**src/rtl/mult_trace_pkg.sv**
```systemverilog
// Shared types and helpers for the multiplier step trace reader.
//   mul_rec_t  : one captured multiplier step, c1 in the least significant bits.
//   pack_rec() : zero-pads a record to a whole number of 64-bit words.
package mult_trace_pkg;

    localparam int REC_W  = 524;
    localparam int WORD_W = 64;
    localparam int WORDS  = 9;
    localparam int PAD_W  = WORD_W * WORDS;

    // Packed structs place the first member at the MSB, so the fields are
    // listed in reverse to land c1 at bit 0 and i1 at bit 460.
    typedef struct packed {
        logic [63:0] i1;
        logic [63:0] c;
        logic [65:0] c6;
        logic [65:0] c5;
        logic [65:0] c4;
        logic [65:0] c3;
        logic [65:0] c2;
        logic [65:0] c1;
    } mul_rec_t;

    typedef enum logic {
        RD_IDLE,
        RD_STREAM
    } rd_state_t;

    function automatic logic [PAD_W-1:0] pack_rec(input mul_rec_t rec);
        return {{(PAD_W - REC_W){1'b0}}, rec};
    endfunction

endpackage

```
**src/rtl/mult_trace_fifo.sv**
```systemverilog
// Ring buffer of DEPTH multiplier step records.
//   clk, rst_n     : clock, asynchronous active-low reset
//   clear          : synchronous flush of pointers and count (storage kept)
//   push, push_rec : write a record at the tail (ignored when full)
//   pop            : release the head record (ignored when empty)
//   head_rec       : record at the head, read combinationally from storage
//   count          : records held; full / empty flags
module mult_trace_fifo
    import mult_trace_pkg::*;
#(
    parameter int DEPTH = 8
) (
    input  logic                     clk,
    input  logic                     rst_n,
    input  logic                     clear,
    input  logic                     push,
    input  mul_rec_t                 push_rec,
    input  logic                     pop,
    output mul_rec_t                 head_rec,
    output logic [$clog2(DEPTH):0]   count,
    output logic                     full,
    output logic                     empty
);

    localparam int PW = $clog2(DEPTH);

    mul_rec_t        mem [DEPTH];
    logic [PW-1:0]   wr_ptr;
    logic [PW-1:0]   rd_ptr;
    logic [PW:0]     count_reg;
    logic            push_ok;
    logic            pop_ok;

    assign full     = (count_reg == (PW + 1)'(DEPTH));
    assign empty    = (count_reg == '0);
    assign push_ok  = push && !full && !clear;
    assign pop_ok   = pop && !empty && !clear;
    assign count    = count_reg;
    assign head_rec = mem[rd_ptr];

    // Record storage carries no reset so it can map onto plain RAM.
    always_ff @(posedge clk) begin
        if (push_ok) begin
            mem[wr_ptr] <= push_rec;
        end
    end

    always_ff @(posedge clk or negedge rst_n) begin
        if (!rst_n) begin
            wr_ptr    <= '0;
            rd_ptr    <= '0;
            count_reg <= '0;
        end else if (clear) begin
            wr_ptr    <= '0;
            rd_ptr    <= '0;
            count_reg <= '0;
        end else begin
            if (push_ok) begin
                wr_ptr <= wr_ptr + PW'(1);
            end
            if (pop_ok) begin
                rd_ptr <= rd_ptr + PW'(1);
            end
            case ({push_ok, pop_ok})
                2'b10:   count_reg <= count_reg + (PW + 1)'(1);
                2'b01:   count_reg <= count_reg - (PW + 1)'(1);
                default: count_reg <= count_reg;
            endcase
        end
    end

endmodule

```
**src/rtl/mult_trace_reader.sv**
```systemverilog
// Captures multiplier step snapshots into a ring buffer and streams each
// record out as nine 64-bit words over a valid/ready handshake.
//   clk_i, rst_ni          : clock, asynchronous active-low reset
//   clear_i                : flush buffer, read state and drop counter
//   capture_i, c1_i..i1_i  : step strobe and the values to capture
//   rd_valid_o/rd_ready_i  : output handshake; rd_data_o word, rd_last_o on word 8
//   count_o                : records held
//   drop_cnt_o             : saturating count of captures lost to a full buffer
module mult_trace_reader
    import mult_trace_pkg::*;
#(
    parameter int DEPTH  = 8,
    parameter int DROP_W = 16
) (
    input  logic                     clk_i,
    input  logic                     rst_ni,
    input  logic                     clear_i,
    input  logic                     capture_i,
    input  logic [65:0]              c1_i,
    input  logic [65:0]              c2_i,
    input  logic [65:0]              c3_i,
    input  logic [65:0]              c4_i,
    input  logic [65:0]              c5_i,
    input  logic [65:0]              c6_i,
    input  logic [63:0]              c_i,
    input  logic [63:0]              i1_i,
    output logic                     rd_valid_o,
    input  logic                     rd_ready_i,
    output logic [63:0]              rd_data_o,
    output logic                     rd_last_o,
    output logic [$clog2(DEPTH):0]   count_o,
    output logic [DROP_W-1:0]        drop_cnt_o
);

    localparam int CW = $clog2(DEPTH) + 1;

    mul_rec_t           cap_rec;
    mul_rec_t           head_rec;
    logic [CW-1:0]      count;
    logic               full;
    logic               empty;
    logic               push;
    logic               pop;
    logic               xfer;
    logic               last_word;
    rd_state_t          state;
    logic [3:0]         widx;
    logic [DROP_W-1:0]  drop_cnt;
    logic [PAD_W-1:0]   head_flat;
    logic [WORD_W-1:0]  words [WORDS];

    assign cap_rec.c1 = c1_i;
    assign cap_rec.c2 = c2_i;
    assign cap_rec.c3 = c3_i;
    assign cap_rec.c4 = c4_i;
    assign cap_rec.c5 = c5_i;
    assign cap_rec.c6 = c6_i;
    assign cap_rec.c  = c_i;
    assign cap_rec.i1 = i1_i;

    assign rd_valid_o = !empty;
    assign xfer       = rd_valid_o && rd_ready_i;
    assign last_word  = (widx == 4'(WORDS - 1));
    assign push       = capture_i && !full && !clear_i;
    assign pop        = xfer && last_word && !clear_i;

    mult_trace_fifo #(
        .DEPTH (DEPTH)
    ) u_fifo (
        .clk      (clk_i),
        .rst_n    (rst_ni),
        .clear    (clear_i),
        .push     (push),
        .push_rec (cap_rec),
        .pop      (pop),
        .head_rec (head_rec),
        .count    (count),
        .full     (full),
        .empty    (empty)
    );

    // Word serializer: STREAM while any record is held, walking widx 0..8.
    // Leaving STREAM happens only when the last word of the only remaining
    // record goes out with no replacement arriving in the same cycle.
    always_ff @(posedge clk_i or negedge rst_ni) begin
        if (!rst_ni) begin
            state <= RD_IDLE;
            widx  <= '0;
        end else if (clear_i) begin
            state <= RD_IDLE;
            widx  <= '0;
        end else begin
            case (state)
                RD_IDLE: begin
                    widx <= '0;
                    if (push) begin
                        state <= RD_STREAM;
                    end
                end
                RD_STREAM: begin
                    if (xfer) begin
                        if (last_word) begin
                            widx <= '0;
                            if (count == CW'(1) && !push) begin
                                state <= RD_IDLE;
                            end
                        end else begin
                            widx <= widx + 4'd1;
                        end
                    end
                end
                default: begin
                    state <= RD_IDLE;
                    widx  <= '0;
                end
            endcase
        end
    end

    // A full buffer loses the capture even if the head record frees a slot
    // in the same cycle; fullness is judged at the start of the cycle.
    always_ff @(posedge clk_i or negedge rst_ni) begin
        if (!rst_ni) begin
            drop_cnt <= '0;
        end else if (clear_i) begin
            drop_cnt <= '0;
        end else if (capture_i && full && (drop_cnt != '1)) begin
            drop_cnt <= drop_cnt + DROP_W'(1);
        end
    end

    assign head_flat = pack_rec(head_rec);

    generate
        for (genvar gi = 0; gi < WORDS; gi++) begin : g_word
            assign words[gi] = head_flat[gi*WORD_W +: WORD_W];
        end
    endgenerate

    // Gating with valid keeps uninitialised storage off the bus after reset.
    assign rd_data_o  = rd_valid_o ? words[widx] : '0;
    assign rd_last_o  = rd_valid_o && last_word;
    assign count_o    = count;
    assign drop_cnt_o = drop_cnt;

endmodule

```
**config.mk**
```make
export PLATFORM = sky130hd
export DESIGN_NAME = mult_trace_reader
export DESIGN_NICKNAME = d
export VERILOG_FILES = /design/src/rtl/mult_trace_pkg.sv /design/src/rtl/mult_trace_fifo.sv /design/src/rtl/mult_trace_reader.sv
export SDC_FILE = /design/constraint.sdc
export NUM_CORES = 2
export LEC_CHECK = 0
export BUFFER_PORTS_ARGS = -buffer_cell sky130_fd_sc_hd__buf_2
export CELL_PAD_IN_SITES_DETAIL_PLACEMENT = 0
export CELL_PAD_IN_SITES_GLOBAL_PLACEMENT = 1
export CORE_MARGIN = 1
export CORE_UTILIZATION = 55
export CTS_CLUSTER_DIAMETER = 120
export DETAILED_ROUTE_END_ITERATION = 10
export GPL_TIMING_DRIVEN = 0
export MAX_ROUTING_LAYER = met4
export PLACE_DENSITY_LB_ADDON = 0.1
export REMOVE_ABC_BUFFERS = 1
export SETUP_SLACK_MARGIN = 0.15
export SYNTH_ARGS = -nofsm -noshare
export SYNTH_HDL_FRONTEND = slang
export SYNTH_MEMORY_MAX_BITS = 65536
export SYNTH_SLANG_ARGS = --single-unit
```
**constraint.sdc**
```tcl
create_clock -name clk_i -period 57.4 [get_ports clk_i]
set_clock_uncertainty 0.05 [all_clocks]
set_input_delay 11.48 -clock clk_i [delete_from_list [all_inputs] [get_ports clk_i]]
set_output_delay 11.48 -clock clk_i [all_outputs]
set_load 0.005 [all_outputs]
```
# Word-level counts from Yosys, hierarchy flattened

Memories as Yosys holds them, arrays and structs flattened.
Index checks and enable logic that the tools add are counted.

Word-level logic and storage cells: 69
Input bits: 529
Output and inout port bits: 86
Memory bits (writable): 4192
Memories kept: 1
Bits in registers: 31

Memories:

| memory     | words | bits a word | rd ports | clocked after Yosys merged registers in | write ports | line                  | RTL |
|---|---|---|---|---|---|---|---|
| u_fifo.mem | 8     | 524         | 1        | 0                                       | 1           | mult_trace_fifo.sv:27 | `mul_rec_t mem [DEPTH];` |

Multiplexer cells: 24
Order comparisons: 1
Equal/unequal tests: 7
Bitwise gates (word level): 2
Reduce and logical (&&, ||, !) cells: 22
$add $sub $neg: 6

Operator list:

| cell                  | count |
|---|---|
| $bmux 64 s4           | 1 |
| $mux 64               | 3 |
| $mux 16               | 2 |
| $add 16x1->16 const B | 1 |
| $mux 4                | 4 |
| $ne 16x16->1 const B  | 1 |
| $pmux 4 s2            | 2 |
| $logic_and 1x1->1     | 13 |
| $mux 3                | 4 |
| $add 4x1->4 const B   | 2 |
| $eq 4x4->1 const B    | 2 |
| $mux 1                | 7 |
| $add 3x1->3 const B   | 2 |
| $reduce_bool 2->1     | 3 |
| $ge 5x5->1 const B    | 1 |
| $not 4->5             | 1 |
| $eq 4x1->1 const B    | 1 |
| $logic_not 1->1       | 4 |
| $logic_not 4->1       | 1 |
| $sub 4x1->4 const B   | 1 |
| $ne 3x3->1 const B    | 1 |
| $reduce_bool 3->1     | 1 |
| $eq 2x1->1 const B    | 1 |
| $eq 2x2->1 const B    | 1 |
| other kinds (2)       | 2 |

# Longest topological paths before layout

Depth after elaboration: 11
Depth in mapped cells: 12
Depth with buffers taken out: 8

# Cells and area by module

From an unflattened synthesis, not the netlist that was laid out.

Cell total of the unflattened synthesis: 6606
Area, all modules: 162652.2 um^2

By module, submodules not included:

| module            | times used | cells each | area an instance (um^2) | sequential area each (um^2) |
|---|---|---|---|---|
| mult_trace_fifo   | 1          | 6134       | 157411.0                | 126131.0 |
| mult_trace_reader | 1          | 472        | 5241.3                  | 525.5 |

# Worst setup path before layout

Ideal clock, no wire load.

Kind: input-to-reg
Start: input port capture_i
End: memory u_fifo.mem[3][0] (netlist name), enable pin
Buffers on the path: 1
Path slack: 5.343 ns
Data arrival time: 49.844 ns
Setup time: 2.162 ns
Stages: 4
Cell sequence: and2_1 -> clkbuf_1 -> nand3b_1 -> nor3b_1

Word-level cells in the longest chain between the ends: 6

RTL lines:

| what                           | line                    | RTL |
|---|---|---|
| start: declaration             | mult_trace_reader.sv:18 | `input logic capture_i,` |
| $logic_and 1x1->1 (2 in a row) | mult_trace_reader.sv:64 | `assign push = capture_i && !full && !clear_i;` |
| $logic_and 1x1->1 (2 in a row) | mult_trace_fifo.sv:36   | `assign push_ok = push && !full && !clear;` |
| $mux 1                         | mult_trace_fifo.sv:43   | `if (push_ok) begin` |
| $mux 1 (implied by the code)   | mult_trace_fifo.sv:44   | `mem[wr_ptr] <= push_rec;` |
| end: declaration               | mult_trace_fifo.sv:27   |  |

No other way between the ends.

# Worst setup path after layout

Start: register u_fifo.rd_ptr[1]
End: output port rd_data_o[25]

Word-level cells in the longest chain between the ends: 5

RTL lines:

| what                                       | line                     | RTL |
|---|---|---|
| start: declaration                         | mult_trace_fifo.sv:29    | `logic [PW-1:0] rd_ptr;` |
| start signal: assignment                   | mult_trace_fifo.sv:62    | `rd_ptr <= rd_ptr + PW'(1);` |
| $mem_v2 8x524                              | --                       |  |
| $bmux 64 s4                                | mult_trace_reader.sv:141 | `assign rd_data_o = rd_valid_o ? words[widx] : '0;` |
| $mux 64 (implied by the code) (2 in a row) | mult_trace_reader.sv:141 |  |
| $mux 64                                    | mult_trace_reader.sv:141 |  |
| end: declaration                           | mult_trace_reader.sv:29  | `output logic [63:0] rd_data_o,` |

No other way between the ends. The select of a mux whose other input is x is not followed.

==> reports/summary.txt <==
drt wl/cell - 30.9 um
drt pass-1 iters - 6
gr ovfl total - 0
critical path depth - 13
crit path max fanout - 53
Initial Util - 55.3%
Top reg by flops - u_fifo.mem
DR iter-0 viols - 7254
Main synth FF type - edfxtp_1
worst hold start - state
Fin. Hold Viols - 0
worst path cell trace - buf_16, buf_16, buf_16, buf_16, buf_16, buf_16, nor2b_4, buf_12, a22o_1, nor3_1, a2111oi_0, nor3_1, buf_2
synth warn - 0
Netlist cell types - 61
status - complete, no violations
most frequent CP cell - buf_16
IO buf count - 614
die extent in x - 543 um
TritonCTS clock tree - done
Slew @ Worst Pin - 1370 ps
Area after DPL - 175000 sq um
Avg Synthesized Cell Area - 23.0 sq um
dpl cells - 11602
worst r2r dst - u_fifo.mem[3][359]
Max-slew headroom - 8.06%
critical path data arrival time - 6320 ps
hpwl dp - 248000 um
Syn Inst Count - 7002
post_cts resized - 0
clk sink count - 4223
fmax - 56.0 MHz
Via density - 6.18
core box area - 291000 sq um
root buffer selected by CTS - clkbuf_16
Final Power - 6.36 mW
Post-CTS Repair Setup Buffers - 0
largest stage delay on the critical path - 920 ps
Synth Cell Area - 161000 sq um
peak supply drop - 0.0303 mV
worst skew pair latency - 920 ps
row count - 198
Crit path required time - 45870 ps
WP buf/inv - 8
CTS clk-pin slew, worst paths - 60 ps
pwr dens - 33.6 nW/um^2
Synth area leader - edfxtp_1
Setup Crit Path Kind - flip-flop to output pin
most common cell in the netlist - edfxtp_1
top cells by count, synth - edfxtp_1, mux4_2, mux2i_1
minimum clock period - 17850 ps
Setup crit start kind - flip-flop
CP delay by family, top - buffers and inverters
GRT Resource Usage Total - 27.2%
first-pass GRT wire length - 559000 um
max FFs per register - 4192
worst r2r src - u_fifo.count[0]
Slew Limit Fails - 0
maxcap violations - 0
EDFF count, synth - 4192
residual DRC count - 0
Detailed Route WL - 387000 um
num ports - 615
hold endpoint - state
Worst setup EP type - output pin
share of layout cells above drive strength 1 - 32.6%
initial antenna violation count - 228
vias in the first global route - 79381
RSZ-0062 raised after global routing - false
CTS Buf Count - 423
top cells by area, synth - edfxtp_1, mux4_2, mux2i_1, dfrtp_1, a221oi_1
Final Setup Violations - 0
Final Cycle Share - 31.1%
number of nets with antenna violations after routing - 0
Max clock buf depth - 4
area of the die - 295000 sq um
R2R setup slack - 51680 ps
# hold bufs at CTS - 0
largest net degree at the start of global routing - 63
post-route insts no fill - 12527
die height - 543 um
Nets - 8665
H-tree depth - 5
Yosys reg bits - 4223
Leak Pwr - 60.0 nW
ys async rst share - 0.734%
area delta synth->final - 17.4%
Finished Cell Area - 189000 sq um
sequential element share of the synthesized area - 78.7%
WHS Path Cells - 2
Critical Path Slowest Stage Cell - dfrtp_4
worst hold path class - flip-flop to flip-flop
vias after detailed routing - 77470
area share of the largest cell type after synthesis - 78.2%
Reg2Reg Depth - 22
RD Place Congestion - 0.736
==> placed cells by master (no fill, tap or decap), drive strengths merged, types with 20 or more instances in the layout <==
cell | netlist | layout
edfxtp | 4192 | 4192
buf | 241 | 1100
mux4 | 989 | 989
clkbuf | 161 | 521
mux2i | 323 | 323
clkinv | 3 | 190
diode | 0 | 153
nand2 | 148 | 148
a21oi | 111 | 111
o22ai | 93 | 93
a22oi | 91 | 91
a221oi | 79 | 79
nor2 | 75 | 75
o21ai | 50 | 50
a211oi | 47 | 47
bufinv | 0 | 45
nor2b | 44 | 44
mux2 | 40 | 40
nor3 | 31 | 31
dfrtp | 31 | 31
a311o | 25 | 25
nand3 | 24 | 24
a2111oi | 20 | 20
==> cells by family after synthesis <==
| kind of cell | Yosys count | synth area share (%) |
|---|---|---|
| xor gates and xnor gates | 13 | 0.0707 |
| adders and majority gates | 9 | 0.0684 |
| buffers and inverters | 412 | 1.30 |
| AOI/OAI and AO/OA | 599 | 2.63 |
| and+or+nand+nor | 394 | 1.16 |
| DFF | 4223 | 78.7 |
| muxes | 1352 | 16.1 |
==> worst reg2reg max path: stages, from the launching register on <==
cell      delay, ps
dfrtp_1         460
inv_1           100
ha_1            250
nand3b_1        230
and2_1          380
nand3b_1        320
nor3b_2         840
buf_8           240
buf_6           170
buf_6           170
buf_6           170
buf_8           160
buf_6           180
buf_6           180
buf_8           170
buf_6           190
buf_6           170
buf_6           170
buf_8           170
buf_6           170
buf_6           180
buf_8           170
buf_6           150
==> metal layers <==
metal / vias up / part of all wire, % / global-route usage [%]
met1: 41522 / 41 / 37.1
li1: 32586 / - / -
met5: - / 0 / -
met3: 627 / 8.1 / 6.28
met4: 0 / 2.4 / 6.73
met2: 2735 / 48 / 41.9
==> report_power, final <==
part / switching (mW) / internal (mW)
registers: 0.00921 / 3.44
clock network: 1.15 / 1.57
logic: 0.130 / 0.0732
==> through the flow <==
step	setup slack [ps]	utilization, %	TNS, ps	hold WS [ps]
2_1_floorplan	-5770	-	-59240	433
6_report	39550	65.0	0	488
5_1_grt	39210	64.9	0	541
3_5_place_dp	40270	60.1	0	478
4_1_cts	39230	64.8	0	492
3_3_place_gp	-46320	57.3	-	465
==> area by class of cell <==
| class | count | area, sq um |
|---|---|---|
| clock buffers | 520 | 11000 |
| multi-input cells | 2367 | 32500 |
| repair buffers | 1103 | 11000 |
| clock inverters | 251 | 2610 |
| flip-flops and latches | 4223 | 127000 |
| inverters | 10 | 57.6 |
| well taps | 3900 | 4880 |
| fillers | 19052 | 102000 |
| diodes | 153 | 383 |
==> worst max-delay path by stage <==
stage                startpoint            end  slack [ps]
2_1_floorplan  u_fifo.rd_ptr[0]  rd_data_o[10]       -5770
3_3_place_gp   u_fifo.rd_ptr[1]   rd_data_o[5]      -46320
3_5_place_dp   u_fifo.rd_ptr[1]   rd_data_o[1]       40270
4_1_cts        u_fifo.rd_ptr[1]   rd_data_o[1]       39230
5_1_grt        u_fifo.rd_ptr[1]  rd_data_o[25]       39210
6_report       u_fifo.rd_ptr[1]  rd_data_o[25]       39550
Power figures use the tool's default switching activity.
